--- src/rtl/norm_shift_ctrl.sv ---
// Normalization sequencer for the FPU result path: drives the external exponent shifter and emits a normalized result.
// Optional build macro NORM_PERF_CNT_EN adds the saturating counters perf_ops and perf_lshift.
module norm_shift_ctrl #(
    parameter logic [7:0] EXP_MAX   = 8'hFF,
    parameter bit         FLUSH_UNF = 1'b1
) (
    input  logic        CLK,
    input  logic        RST,
    input  logic        in_valid,
    output logic        in_ready,
    input  logic [7:0]  in_exp,
    input  logic [24:0] in_mant,
    output logic        sh_selection,
    output logic [1:0]  sh_L_or_R,
    output logic [4:0]  sh_L_shift_value,
    output logic [7:0]  sh_E,
    input  logic [7:0]  sh_Ez_pre,
    output logic        out_valid,
    input  logic        out_ready,
    output logic [7:0]  out_exp,
    output logic [22:0] out_mant,
    output logic        out_zero,
    output logic        out_ovf,
    output logic        out_unf,
    output logic        busy
`ifdef NORM_PERF_CNT_EN
    ,
    output logic [15:0] perf_ops,
    output logic [15:0] perf_lshift
`endif
);

    localparam int unsigned EXP_W  = 8;
    localparam int unsigned MANT_W = 25;
    localparam int unsigned SHV_W  = 5;

    typedef enum logic [1:0] {
        S_IDLE    = 2'd0,
        S_ANALYZE = 2'd1,
        S_CHECK   = 2'd2,
        S_DONE    = 2'd3
    } state_t;

    state_t             state_q, state_d;
    logic [EXP_W-1:0]   exp_q, exp_d;
    logic [MANT_W-1:0]  mant_q, mant_d;
    logic               zero_q, zero_d;
    logic               ovf_q, ovf_d;
    logic               unf_q, unf_d;
    logic [SHV_W-1:0]   lz;
    logic [SHV_W-1:0]   shamt;
    logic               handshake;

    // Leading zeros of a nonzero 24-bit hidden+fraction field; highest set bit wins.
    function automatic logic [SHV_W-1:0] lzc24(input logic [23:0] m);
        logic [SHV_W-1:0] n;
        n = SHV_W'(24);
        for (int i = 0; i < 24; i++) begin
            if (m[i]) n = SHV_W'(23 - i);
        end
        return n;
    endfunction

    assign handshake = (state_q == S_DONE) && out_ready;

    // Next-state, datapath update and shifter drive.
    always_comb begin
        state_d          = state_q;
        exp_d            = exp_q;
        mant_d           = mant_q;
        zero_d           = zero_q;
        ovf_d            = ovf_q;
        unf_d            = unf_q;
        sh_selection     = 1'b0;
        sh_L_or_R        = 2'b10;
        sh_L_shift_value = '0;
        sh_E             = exp_q;
        lz               = lzc24(mant_q[23:0]);
        shamt            = '0;

        unique case (state_q)
            S_IDLE: begin
                if (in_valid) begin
                    exp_d   = in_exp;
                    mant_d  = in_mant;
                    state_d = S_ANALYZE;
                end
            end
            S_ANALYZE: begin
                state_d = S_CHECK;
                if (mant_q == '0) begin
                    exp_d   = '0;
                    zero_d  = 1'b1;
                    state_d = S_DONE;
                end else if (mant_q[24]) begin
                    sh_L_or_R = 2'b01;
                    exp_d     = sh_Ez_pre;
                    mant_d    = mant_q >> 1;
                    if ((exp_q == EXP_MAX - 8'd1) || (exp_q == EXP_MAX)) ovf_d = 1'b1;
                end else if (!mant_q[23]) begin
                    if (FLUSH_UNF && (exp_q <= EXP_W'(lz))) begin
                        unf_d   = 1'b1;
                        zero_d  = 1'b1;
                        exp_d   = '0;
                        mant_d  = '0;
                        state_d = S_DONE;
                    end else begin
                        // Without flushing, stop the shift where the exponent lands on 1.
                        if (exp_q > EXP_W'(lz)) shamt = lz;
                        else if (exp_q == '0)   shamt = '0;
                        else                    shamt = SHV_W'(exp_q - 8'd1);
                        if (shamt != '0) begin
                            sh_selection     = 1'b1;
                            sh_L_shift_value = shamt;
                            exp_d            = sh_Ez_pre;
                            mant_d           = mant_q << shamt;
                        end
                    end
                end
            end
            S_CHECK: begin
                if (ovf_q) begin
                    exp_d  = EXP_MAX;
                    mant_d = '0;
                end
                state_d = S_DONE;
            end
            S_DONE: begin
                if (out_ready) begin
                    zero_d  = 1'b0;
                    ovf_d   = 1'b0;
                    unf_d   = 1'b0;
                    state_d = S_IDLE;
                end
            end
            default: state_d = S_IDLE;
        endcase
    end

    always_ff @(posedge CLK or negedge RST) begin
        if (!RST) begin
            state_q <= S_IDLE;
            exp_q   <= '0;
            mant_q  <= '0;
            zero_q  <= 1'b0;
            ovf_q   <= 1'b0;
            unf_q   <= 1'b0;
        end else begin
            state_q <= state_d;
            exp_q   <= exp_d;
            mant_q  <= mant_d;
            zero_q  <= zero_d;
            ovf_q   <= ovf_d;
            unf_q   <= unf_d;
        end
    end

    assign in_ready  = (state_q == S_IDLE);
    assign busy      = (state_q != S_IDLE);
    assign out_valid = (state_q == S_DONE);
    assign out_exp   = exp_q;
    assign out_mant  = mant_q[22:0];
    assign out_zero  = zero_q;
    assign out_ovf   = ovf_q;
    assign out_unf   = unf_q;

`ifdef NORM_PERF_CNT_EN
    logic [15:0] perf_ops_q, perf_ops_d;
    logic [15:0] perf_lshift_q, perf_lshift_d;

    // Saturating event counters.
    always_comb begin
        perf_ops_d    = perf_ops_q;
        perf_lshift_d = perf_lshift_q;
        if (handshake && (perf_ops_q != 16'hFFFF)) perf_ops_d = perf_ops_q + 16'd1;
        if (sh_selection && (perf_lshift_q != 16'hFFFF)) perf_lshift_d = perf_lshift_q + 16'd1;
    end

    always_ff @(posedge CLK or negedge RST) begin
        if (!RST) begin
            perf_ops_q    <= '0;
            perf_lshift_q <= '0;
        end else begin
            perf_ops_q    <= perf_ops_d;
            perf_lshift_q <= perf_lshift_d;
        end
    end

    assign perf_ops    = perf_ops_q;
    assign perf_lshift = perf_lshift_q;
`else
    logic unused_handshake;
    assign unused_handshake = handshake;
`endif

endmodule

--- config.mk ---
export PLATFORM = sky130hd
export DESIGN_NAME = norm_shift_ctrl
export DESIGN_NICKNAME = d
export VERILOG_FILES = /design/src/rtl/norm_shift_ctrl.sv
export SDC_FILE = /design/constraint.sdc
export NUM_CORES = 1
export LEC_CHECK = 0
export ABC_AREA = 1
export BUFFER_PORTS_ARGS = -buffer_cell sky130_fd_sc_hd__buf_4
export CAP_MARGIN = 20
export CORE_MARGIN = 2
export CORE_UTILIZATION = 39
export DETAILED_ROUTE_END_ITERATION = 12
export GPL_ROUTABILITY_DRIVEN = 0
export PLACE_DENSITY = 0.61
export SETUP_SLACK_MARGIN = 0.3
export SYNTH_ARGS = -nofsm -noshare
export SYNTH_HDL_FRONTEND = slang
export SYNTH_SLANG_ARGS = --single-unit
--- constraint.sdc ---
create_clock -name CLK -period 3.87 [get_ports CLK]
set_input_delay 0.387 -clock CLK [delete_from_list [all_inputs] [get_ports CLK]]
set_output_delay 0.387 -clock CLK [all_outputs]
set_load 0.01 [all_outputs]
# Word-level counts from Yosys, hierarchy flattened
# Cells that the tools add are included.
# op_classes
n_addsub,1
magnitude_cmp,2
n_eq_ne,21
n_shift,1
n_mux,81
n_reduce_logical,15
# op_table
cell,n
25-bit 2-to-1 mux,7
5-bit 2-to-1 mux,33
25-bit one-hot mux with 3 select lines,1
8-bit 2-to-1 mux,7
25-bit zero test,1
25-bit by 5-bit left shift with 25-bit output,1
8-bit one-hot mux with 3 select lines,1
1-bit 2-to-1 mux,19
"8-bit equality test, second input constant",2
4-bit 2-to-1 mux,4
"2-bit != test, second input constant",8
5-bit AND reduction,3
"3-bit != test, second input constant",4
6-bit AND reduction,2
2-bit 2-to-1 mux,5
8-bit by 5-bit greater-than comparator with 1-bit output,1
8-bit by 5-bit less-or-equal comparator with 1-bit output,1
8-bit zero test,1
"4-bit != test, second input constant",2
2-bit one-hot mux with 4 select lines,1
1-bit one-hot mux with 2 select lines,3
"5-bit != test, second input constant",1
5-bit nonzero test,1
"5-bit by 1-bit subtractor with 5-bit output, second input constant",1
other kinds (9),11
# word_totals
ff_bits,38
inputBits,45
output_inout_bits,53
word_cells,128

# Depth between registers and ports, before layout
# Gate-level depths: netlist of run 1.
# depth
depth_word,38
mapped_depth,49
mapped_depth_nobuf,48

# Worst setup path after synthesis of run 1
# Ideal clock, no wire load.
# synth_path
path_type,flip-flop to flip-flop
start,reg mant_q[1]
end,reg mant_q[8]
setup_ns,0.128
t_arrival_ns,3.832
required_time_ns,3.742
setup_slack_ns,-0.090
path_stages_with_launch,49
path_buffers,0
period_less_slack_ns,3.960
path_cell_list,dfrtp_1 -> inv_2 -> nand2_1 -> nand2_1 -> nand2_1 -> nand2_1 -> nand2_1 -> nand2_1 -> nand2_1 -> nand2_1 -> nand2_1 -> nand2_1 -> nand2_1 -> nand2_1 -> nand2_1 -> nand2_1 -> nand2_1 -> nand2_1 -> [13 not listed] -> o21ai_1 -> o21ai_0 -> nand3_1 -> inv_2 -> or2_1 -> nand2_2 -> nor2_2 -> inv_2 -> nor2_2 -> nand3_1 -> nand3_2 -> nor2_2 -> nand2_2 -> clkinv_2 -> nand3_1 -> o211ai_1 -> nand2_1 -> o21ai_1
# synth_between
elab_chain_len,37
elab_cells_between_ends,43
classes_between,order compare: 2; eq/ne: 2; shift: 1; mux: 35; reduce/logical: 3
# synth_rtl
item,line_no,rtl
start: declaration,46,"logic [MANT_W-1:0] mant_q, mant_d;"
start signal: assignment,151,mant_q <= mant_d;
4-bit 2-to-1 mux (3 in series),59,if (m[i]) n = SHV_W'(23 - i);
5-bit 2-to-1 mux (20 in series),59,
8-bit by 5-bit greater-than comparator with 1-bit output,109,if (exp_q > EXP_W'(lz)) shamt = lz;
5-bit 2-to-1 mux,109,
5-bit 2-to-1 mux,101,if (FLUSH_UNF && (exp_q <= EXP_W'(lz))) begin
5-bit 2-to-1 mux,100,end else if (!mant_q[23]) begin
5-bit 2-to-1 mux,95,end else if (mant_q[24]) begin
5-bit 2-to-1 mux,91,if (mant_q == '0) begin
5-bit 2-to-1 mux,81,unique case (state_q)
25-bit by 5-bit left shift with 25-bit output,116,mant_d = mant_q << shamt;
25-bit 2-to-1 mux,112,if (shamt != '0) begin
25-bit 2-to-1 mux,101,
25-bit 2-to-1 mux,100,
25-bit 2-to-1 mux,95,
25-bit 2-to-1 mux,91,
25-bit one-hot mux with 3 select lines,81,
# Parallel ways exist; a longest one is shown, timed or not. The select of a mux whose other input is x is not followed.
# A chain may end at the register's enable or synchronous reset.

# Worst setup path in the final report of run 1
# layout_path
start,reg mant_q[1]
end,out sh_L_shift_value[0]
# layout_between
elab_chain_len,37
elab_cells_between_ends,39
classes_between,order compare: 2; mux: 35; reduce/logical: 2
# layout_rtl
item,line_no,rtl
4-bit 2-to-1 mux (3 in series),59,
5-bit 2-to-1 mux (20 in series),59,
8-bit by 5-bit greater-than comparator with 1-bit output,109,
5-bit 2-to-1 mux,109,
5-bit 2-to-1 mux,101,
5-bit 2-to-1 mux,100,
5-bit 2-to-1 mux,95,
5-bit 2-to-1 mux,91,
5-bit 2-to-1 mux,81,
5-bit nonzero test,112,
5-bit 2-to-1 mux,112,
5-bit 2-to-1 mux,101,
5-bit 2-to-1 mux,100,
5-bit 2-to-1 mux,95,
5-bit 2-to-1 mux *,91,
5-bit 2-to-1 mux *,81,
end: declaration,15,"output logic [4:0] sh_L_shift_value,"
# Mark *: on every way between the ends. The rest lies on a longest branch, timed or not. The select of a mux whose other input is x is not followed.

==> metrics.txt, run 1 <==
highest clock rate=between 200 and 250 MHz; Routed WL=between 15000 and 20000 µm; Synth Area per Inst=between 5 and 6 µm²; placed cell count=937; antenna violations before repair=0; vias in the first global route=5025; post-synthesis mux area share=0.00239; RSZ-0062 raised after global routing=true; Total Routing Usage GR=0.269; worst-path fanout max=18; CTS max path bufs=2; CTS Buf Count=5; Routed Antenna Nets=0; top-area cell type share of the netlist area=0.227; XOR/XNOR Fraction of Synth Area=0.00209; wire length per cell=16.2 µm; largest net degree at the start of global routing=45; Chip Height=108 µm; Vias=5198; Crit. End Element=primary output; CTS tree=built; io pins=between 90 and 100; worst slack, placed=-0.187 ns; drt pass-1 iters=5; commonest non-fill, non-tap cell in the layout=nand2_1; WP data required=3.48 ns; kind of critical path=flop to primary output; Final Setup Violations=27; Synth Area in Simple Gates=0.398; # rows=37; post-route setup slack=-0.283 ns; worst slew pin tran=approximately 1.0 ns; clock root buffer=clkbuf_8; Hold Violations, Final=0; Initial Util=0.403; CP Launch Type=flop; most frequent cells in the layout=nand2_1, buf_4, nand3_1; Final Skew=0.00485 ns; area grow syn2layout=39.4%; Cell Area, Synth=between 4000 and 5000 µm²; Post-DP HPWL=11800 µm; H-tree levels=2; fin cells=960; DRC marker count from the first detailed-route iteration=between 300 and 400; Cells after Synth=699; cts hold-fix bufs=0; Max Slew Vio Count=0; headroom to the max-slew limit=0.313; nets=around 900; Core Region=between 10000 and 15000 µm²; max-cap viol count=0; n_diodes=0; die area=~12000 µm²; GR Overflow Total=0; Hold Slack=approximately 0.069 ns; unique cell type count in the Yosys netlist=42; Critical Path Slowest Stage Cell=dfrtp_1; Syn Nets=757; failing checks=setup timing; CP Data Arrival Time=about 3.8 ns; Critical R2R Launch=mant_q[1]; clock net sink count=38; status=finished with violations; cells taking the most area after synthesis=dfrtp_1, nand2_1, nand3_1, inv_1, nor2_1; Synth Area in Adders=0.0389; crit path launch=mant_q[1]; clk_lat worst skew=about 0.30 ns; Yosys top cell by area=dfrtp_1; kind of cell adding the most delay to the critical path=simple AND/OR/NAND/NOR gates; Die W=108 µm; Post-Route Utilization=0.562; port bufs=between 90 and 100; first-pass GRT wire length=about 25000 µm; Hold Path Class=primary input to async pin; Synth Register Bits=38; Compound-Gate Fraction of Synth Area=0.173; vias per cell=about 5.4; main combinational cell family by area after synthesis=simple AND/OR/NAND/NOR gates; Final min period=a little over 4 ns; slowest cell delay on critical path=0.41 ns; sequential-to-total area share from yosys stat=0.227; synth warn=0; layout cells sized above 1=0.316; R2R Setup Slk=-0.27 ns; # DRC=0; period utilization=1.07; CP dominant cell by count=nand2_1; Buf/Inv on CP=6; Clk pin slew, worst setup/hold paths=approximately 0.08 ns
-- flip-flops by register name, summed over array words and instances, names as in the netlist --
signal / count
mant_q: 25
out_exp: 8
state_q: 2
out_ovf: 1
out_unf: 1
out_zero: 1
-- worst register-to-register path: cells and delay by family (launching register included) --
kind	cells	cell delay (ns)
simple gates	37	2.44
buf+inv	8	0.97
flops	1	0.41
compound gates	2	0.16
fa+ha+maj	1	0.11
-- timing repair --
action | in CTS | in global routing
gates resized for setup | 51 | 28
setup buffers | 8 | 7
pin swaps | 18 | 11
cloned | 0 | 0
endpoints found under the setup margin | 28 | 39
-- cell families after synthesis --
family	Yosys count
AND/OR/NAND/NOR	390
buffers and inverters	139
AO/OA/AOI/OAI	117
flip-flops	38
adder cells (fa/ha/maj)	13
XOR/XNOR	1
multiplexers	1
-- layer usage --
metal | global-route usage | part of all wire
met5 | 0 | 0
met4 | 0.114 | 0.037
met3 | 0.0345 | 0.072
met2 | 0.453 | 0.47
met1 | 0.343 | 0.42
-- synth_stat cells (all sizes together) --
library cell / count
o22ai: 3
nor2: 77
and2: 1
o211a: 1
o221ai: 13
a32oi: 1
or2: 3
xor2: 1
nor4: 4
nand3: 103
dfrtp: 38
nand2: 194
clkinv: 2
ha: 13
nand4: 5
a22oi: 1
a41o: 1
a31oi: 1
mux2i: 1
o21ai: 61
o31ai: 1
buf: 42
nor3: 3
o311ai: 1
clkbuf: 17
inv: 78
o211ai: 13
a21oi: 19
o41ai: 1
-- worst paths after layout --
kind / to / depth (start not counted)
max in group asynchronous: mant_q[11] / 1
worst max register to register: mant_q[20] / 48
worst min register to register: out_zero / 2
min in group CLK: mant_q[24] / 3
worst max-delay path: sh_L_shift_value[0] / 43
worst min-delay path: out_exp[5] / 1
-- area by class of cell --
class | count | area (µm²)
multi-input combinational | 522 | 2890
sequential | 38 | 951
clock buffer | 7 | 86.3
tap | 136 | 170
fill | 1051 | 4540
timing repair buffer | 176 | 1410
clock inverter | 1 | 5.00
inverter | 80 | 318
-- through the flow --
| stage | setup TNS (ns) | cell area, µm² |
|---|---|---|
| floorplan | 0 | 4270 |
| global placement | -0.855 | 5320 |
| detailed placement | -2.86 | 5320 |
| CTS | -6.30 | 5670 |
| global route | -19.43 | 5830 |
| finish | -5.34 | 5830 |
Power of run 1 is left out: the tool's default activity adds up to more than one toggle a clock period on the data nets, which glitch-free logic cannot reach.
==> inputs of run 2 (changes only) <==
- CORE_MARGIN: 2 -> not set
- PLACE_DENSITY: 0.61 -> 0.59
- clock period: 3.87 -> 4.4 ns (I/O delays scaled with it)
==> metrics.txt, run 2 (synthesis gave the netlist of run 1 again) <==
RSZ-0062 raised after global routing=true; antenna violations before repair=0; nets=850; vias per cell=approximately 5.5; io pins=slightly below 100; fin cells=just over 900; kind of critical path=flop to primary output; Routed WL=~15000 µm; area grow syn2layout=32.2%; post-route setup slack=-0.0247 ns; Final min period=around 4.4 ns; most frequent cells in the layout=nand2_1, buf_4, nand3_1; Crit. End Element=primary output; worst slew pin tran=0.821 ns; CTS max path bufs=2; port bufs=97; wire length per cell=16.2 µm; Die W=between 100 and 150 µm; # fillers=about 1000; Clk pin slew, worst setup/hold paths=0.08 ns; Chip Height=106 µm; clock root buffer=clkbuf_8; die area=around 11000 µm²; Final Skew=~0.011 ns; failing checks=setup timing; # rows=37; placed cell count=roughly 890; Vias=slightly above 5000; Largest Register=mant_q; Total Routing Usage GR=0.261; drt pass-1 iters=5; clock net sink count=38; # DRC=0; layout cells sized above 1=0.282; Final Setup Violations=2; clk_lat worst skew=approximately 0.30 ns; first-pass GRT wire length=~23000 µm; CTS Buf Count=5; Max Slew Vio Count=0; max-cap viol count=0; CP dominant cell by count=nand3_1; R2R Setup Slk=roughly 0.010 ns; CP Data Arrival Time=3.98 ns; vias in the first global route=about 4800; worst slack, placed=between 0.2 and 0.25 ns; Critical Path Slowest Stage Cell=dfrtp_1; DRC marker count from the first detailed-route iteration=between 400 and 500; status=finished with violations; Core Region=between 10000 and 15000 µm²; Initial Util=0.403; worst-path fanout max=7; Routed Antenna Nets=0; area taken by flip-flops and latches=between 900 and 1000 µm²; n_diodes=0; multi-input logic area=2830 µm²; largest net degree at the start of global routing=45; headroom to the max-slew limit=0.451; Hold Path Class=primary input to async pin; WP data required=3.96 ns; cts hold-fix bufs=0; Hold Violations, Final=0; highest clock rate=between 200 and 250 MHz; CTS tree=built; CP Launch Type=flop; slowest cell delay on critical path=0.41 ns; max reg flops=25; GR Overflow Total=0; Post-DP HPWL=10900 µm; Hold Slack=0.115 ns; period utilization=1.01; H-tree levels=2; commonest non-fill, non-tap cell in the layout=nand2_1
[run 2: cell types whose count changed in the layout (fill, tap and decap cells not counted), moves of 5 or more]
cell	previous run	this run
o21ai_0	25	34
o21ai_1	34	26
o221ai_1	5	11
buf_4	164	130
buf_12	5	0
o221ai_2	8	2
buf_6	6	13
[run 2: layout make-up]
class / instances / share of cell area
Sequential cell: 38 / 0.172
Clock inverter: 3 / 0.00724
Clock buffer: 5 / 0.0124
Inverter: 80 / 0.0570
Tap cell: 136 / 0.0308
Timing Repair Buffer: 145 / 0.208
Multi-Input combinational cell: 522 / 0.512
[run 2: metal layers]
| layer | vias up | global-route usage | wire, µm |
|---|---|---|---|
| met5 | - | 0 | 0 |
| met3 | 43 | 0.0278 | 958 |
| li1 | 2461 | - | - |
| met4 | 0 | 0.0863 | 492 |
| met1 | 2345 | 0.342 | 6420 |
| met2 | 219 | 0.449 | 7150 |
[run 2: worst max-delay path, delay by kind of cell (launching register included)]
kind,cells,cell delay (ns)
AOI/OAI and AO/OA,5,0.87
adders and majority gates,1,0.32
buffers and inverters,6,0.63
DFF,1,0.41
and+or+nand+nor,18,1.44
[run 2: worst paths after layout]
path / from / cells after the start / end
setup / recovery: mant_q[2] / 30 / sh_L_shift_value[0]
hold / removal: RST / 1 / mant_q[15]
setup reg to reg: mant_q[2] / 35 / mant_q[10]
hold reg to reg: out_zero / 2 / out_zero
max in group asynchronous: RST / 1 / out_exp[4]
min in group CLK: in_mant[24] / 3 / mant_q[24]
[run 2: repair_timing]
action / in CTS / in global routing
setup endpoints to repair: 21 / 36
resized for setup: 43 / 49
pin swaps: 19 / 33
setup buffers: 20 / 7
[run 2: per-stage QoR]
stage	TNS [ns]	area, µm²	utilization
floorplan	0	4180	-
global placement	0	4880	0.471
detailed placement	0	4880	0.471
CTS	0	5300	0.511
global route	-8.59	5530	0.533
finish	-0.0361	5530	0.533
Power of run 2 is left out for the same reason.
==> inputs of run 3 (changes only) <==
- GPL_TIMING_DRIVEN: not set -> 0
- RECOVER_POWER: not set -> 100
- clock period: 4.4 -> 5.41 ns (I/O delays scaled with it)
==> metrics.txt, run 3 (synthesis gave the netlist of run 1 again) <==
status=finished with violations; failing checks=capacitance limit, slew limit; Total Routing Usage GR=0.287; CTS Buf Count=5; worst-path fanout max=5; H-tree levels=2; nets=between 800 and 900; clock root buffer=clkbuf_8; Initial Util=0.403; multi-input logic area=approximately 2600 µm²; R2R Setup Slk=between 0.6 and 0.7 ns; Die W=~110 µm; area taken by flip-flops and latches=951 µm²; Hold Path Class=primary input to flop; # rows=37; CP dominant cell by count=nand2_1; Clk pin slew, worst setup/hold paths=0.09 ns; layout cells sized above 1=0.220; Final Setup Violations=0; clock net sink count=38; antenna violations before repair=0; Post-DP HPWL=between 10000 and 15000 µm; vias per cell=5.44; Hold Slack=0.475 ns; io pins=98; Final min period=4.87 ns; Setup TNS=0 ns; CTS tree=built; headroom to the max-slew limit=-0.467; # DRC=0; clk_lat worst skew=about 0.3 ns; DRC marker count from the first detailed-route iteration=431; commonest non-fill, non-tap cell in the layout=nand2_1; port bufs=97; Critical Path Slowest Stage Cell=dfrtp_1; largest net degree at the start of global routing=39; Vias=5231; highest clock rate=~200 MHz; WP data required=~5 ns; GR Overflow Total=0; Hold Violations, Final=0; max-cap viol count=1; Largest Register=mant_q; worst slew pin tran=around 2.2 ns; area grow syn2layout=27.7%; drt pass-1 iters=5; Chip Height=~110 µm; placed cell count=932; Crit. End Element=primary output; slowest cell delay on critical path=approximately 0.46 ns; fin cells=962; max reg flops=25; CP Data Arrival Time=around 4.3 ns; Cell Area, Placed=5080 µm²; Routed Antenna Nets=0; # fillers=1170; CTS max path bufs=2; Core Region=10400 µm²; RSZ-0062 raised after global routing=true; first-pass GRT wire length=25000 µm; most frequent cells in the layout=nand2_1, buf_4, nand3_1; CP Launch Type=flop; n_diodes=0; Routed WL=15900 µm; Final Skew=around 0.011 ns; wire length per cell=~17 µm; design area=5340 µm²; vias in the first global route=between 4000 and 5000; Max Slew Vio Count=39; die area=about 11000 µm²; kind of critical path=flop to primary output; period utilization=0.900
-- run 3: changes by cell type in the layout (fill, tap and decap cells not counted), moves of 5 or more --
cell	change
nand3_2	-14
clkbuf_1	+36
buf_4	-28
o21ai_1	-6
clkbuf_4	+30
nand3_1	+14
o21ai_0	+5
nor2_4	-5
nor2_1	+9
buf_6	-11
buf_2	+5
-- run 3: final cells by class --
cell class                      count  share of cell area
Tap cell                          136              0.0319
Clock buffer                        6              0.0155
Inverter                           80              0.0569
Sequential cell                    38               0.178
Multi-Input combinational cell    522               0.494
Clock inverter                      2             0.00234
Buffer                             59              0.0672
Timing Repair Buffer              119               0.155
-- run 3: metal layers --
layer  vias to the layer above  track usage  part of all wire
met5                         -            0                 0
met4                         0        0.123             0.032
met3                        38       0.0507             0.089
met2                       259        0.465              0.47
met1                      2401        0.375              0.41
li1                       2533            -                 -
-- run 3: final timing paths --
path,start,to,depth (start not counted)
setup / recovery,mant_q[0],sh_L_shift_value[0],44
hold / removal,in_mant[24],mant_q[24],3
setup reg to reg,mant_q[0],mant_q[18],44
hold reg to reg,out_unf,out_unf,2
max in group asynchronous,RST,mant_q[7],1
min in group asynchronous,RST,mant_q[13],1
-- run 3: timing repair --
item,4_1_cts,5_1_grt
setup endpoints to repair,11,25
gates resized for setup,6,17
buffers inserted,3,19
pin swaps,2,9
endpoints found under the hold margin,0,0
hold buffers,0,0
-- run 3: critical path, delay by kind of cell, from the launching register on --
family,cells,cell delay [ns]
AND/OR/NAND/NOR,35,2.49
buffers and inverters,5,0.57
flip-flops,1,0.46
AO/OA/AOI/OAI,3,0.37
adder cells (fa/ha/maj),1,0.17
-- run 3: through the flow --
stage | utilization | setup slack [ns]
2_1_floorplan | - | 1.35
3_3_place_gp | 0.490 | 0.193
3_5_place_dp | 0.490 | 0.203
4_1_cts | 0.503 | 0.341
5_1_grt | 0.515 | 0.103
6_report | 0.515 | 0.540
Power of run 3 is left out for the same reason.
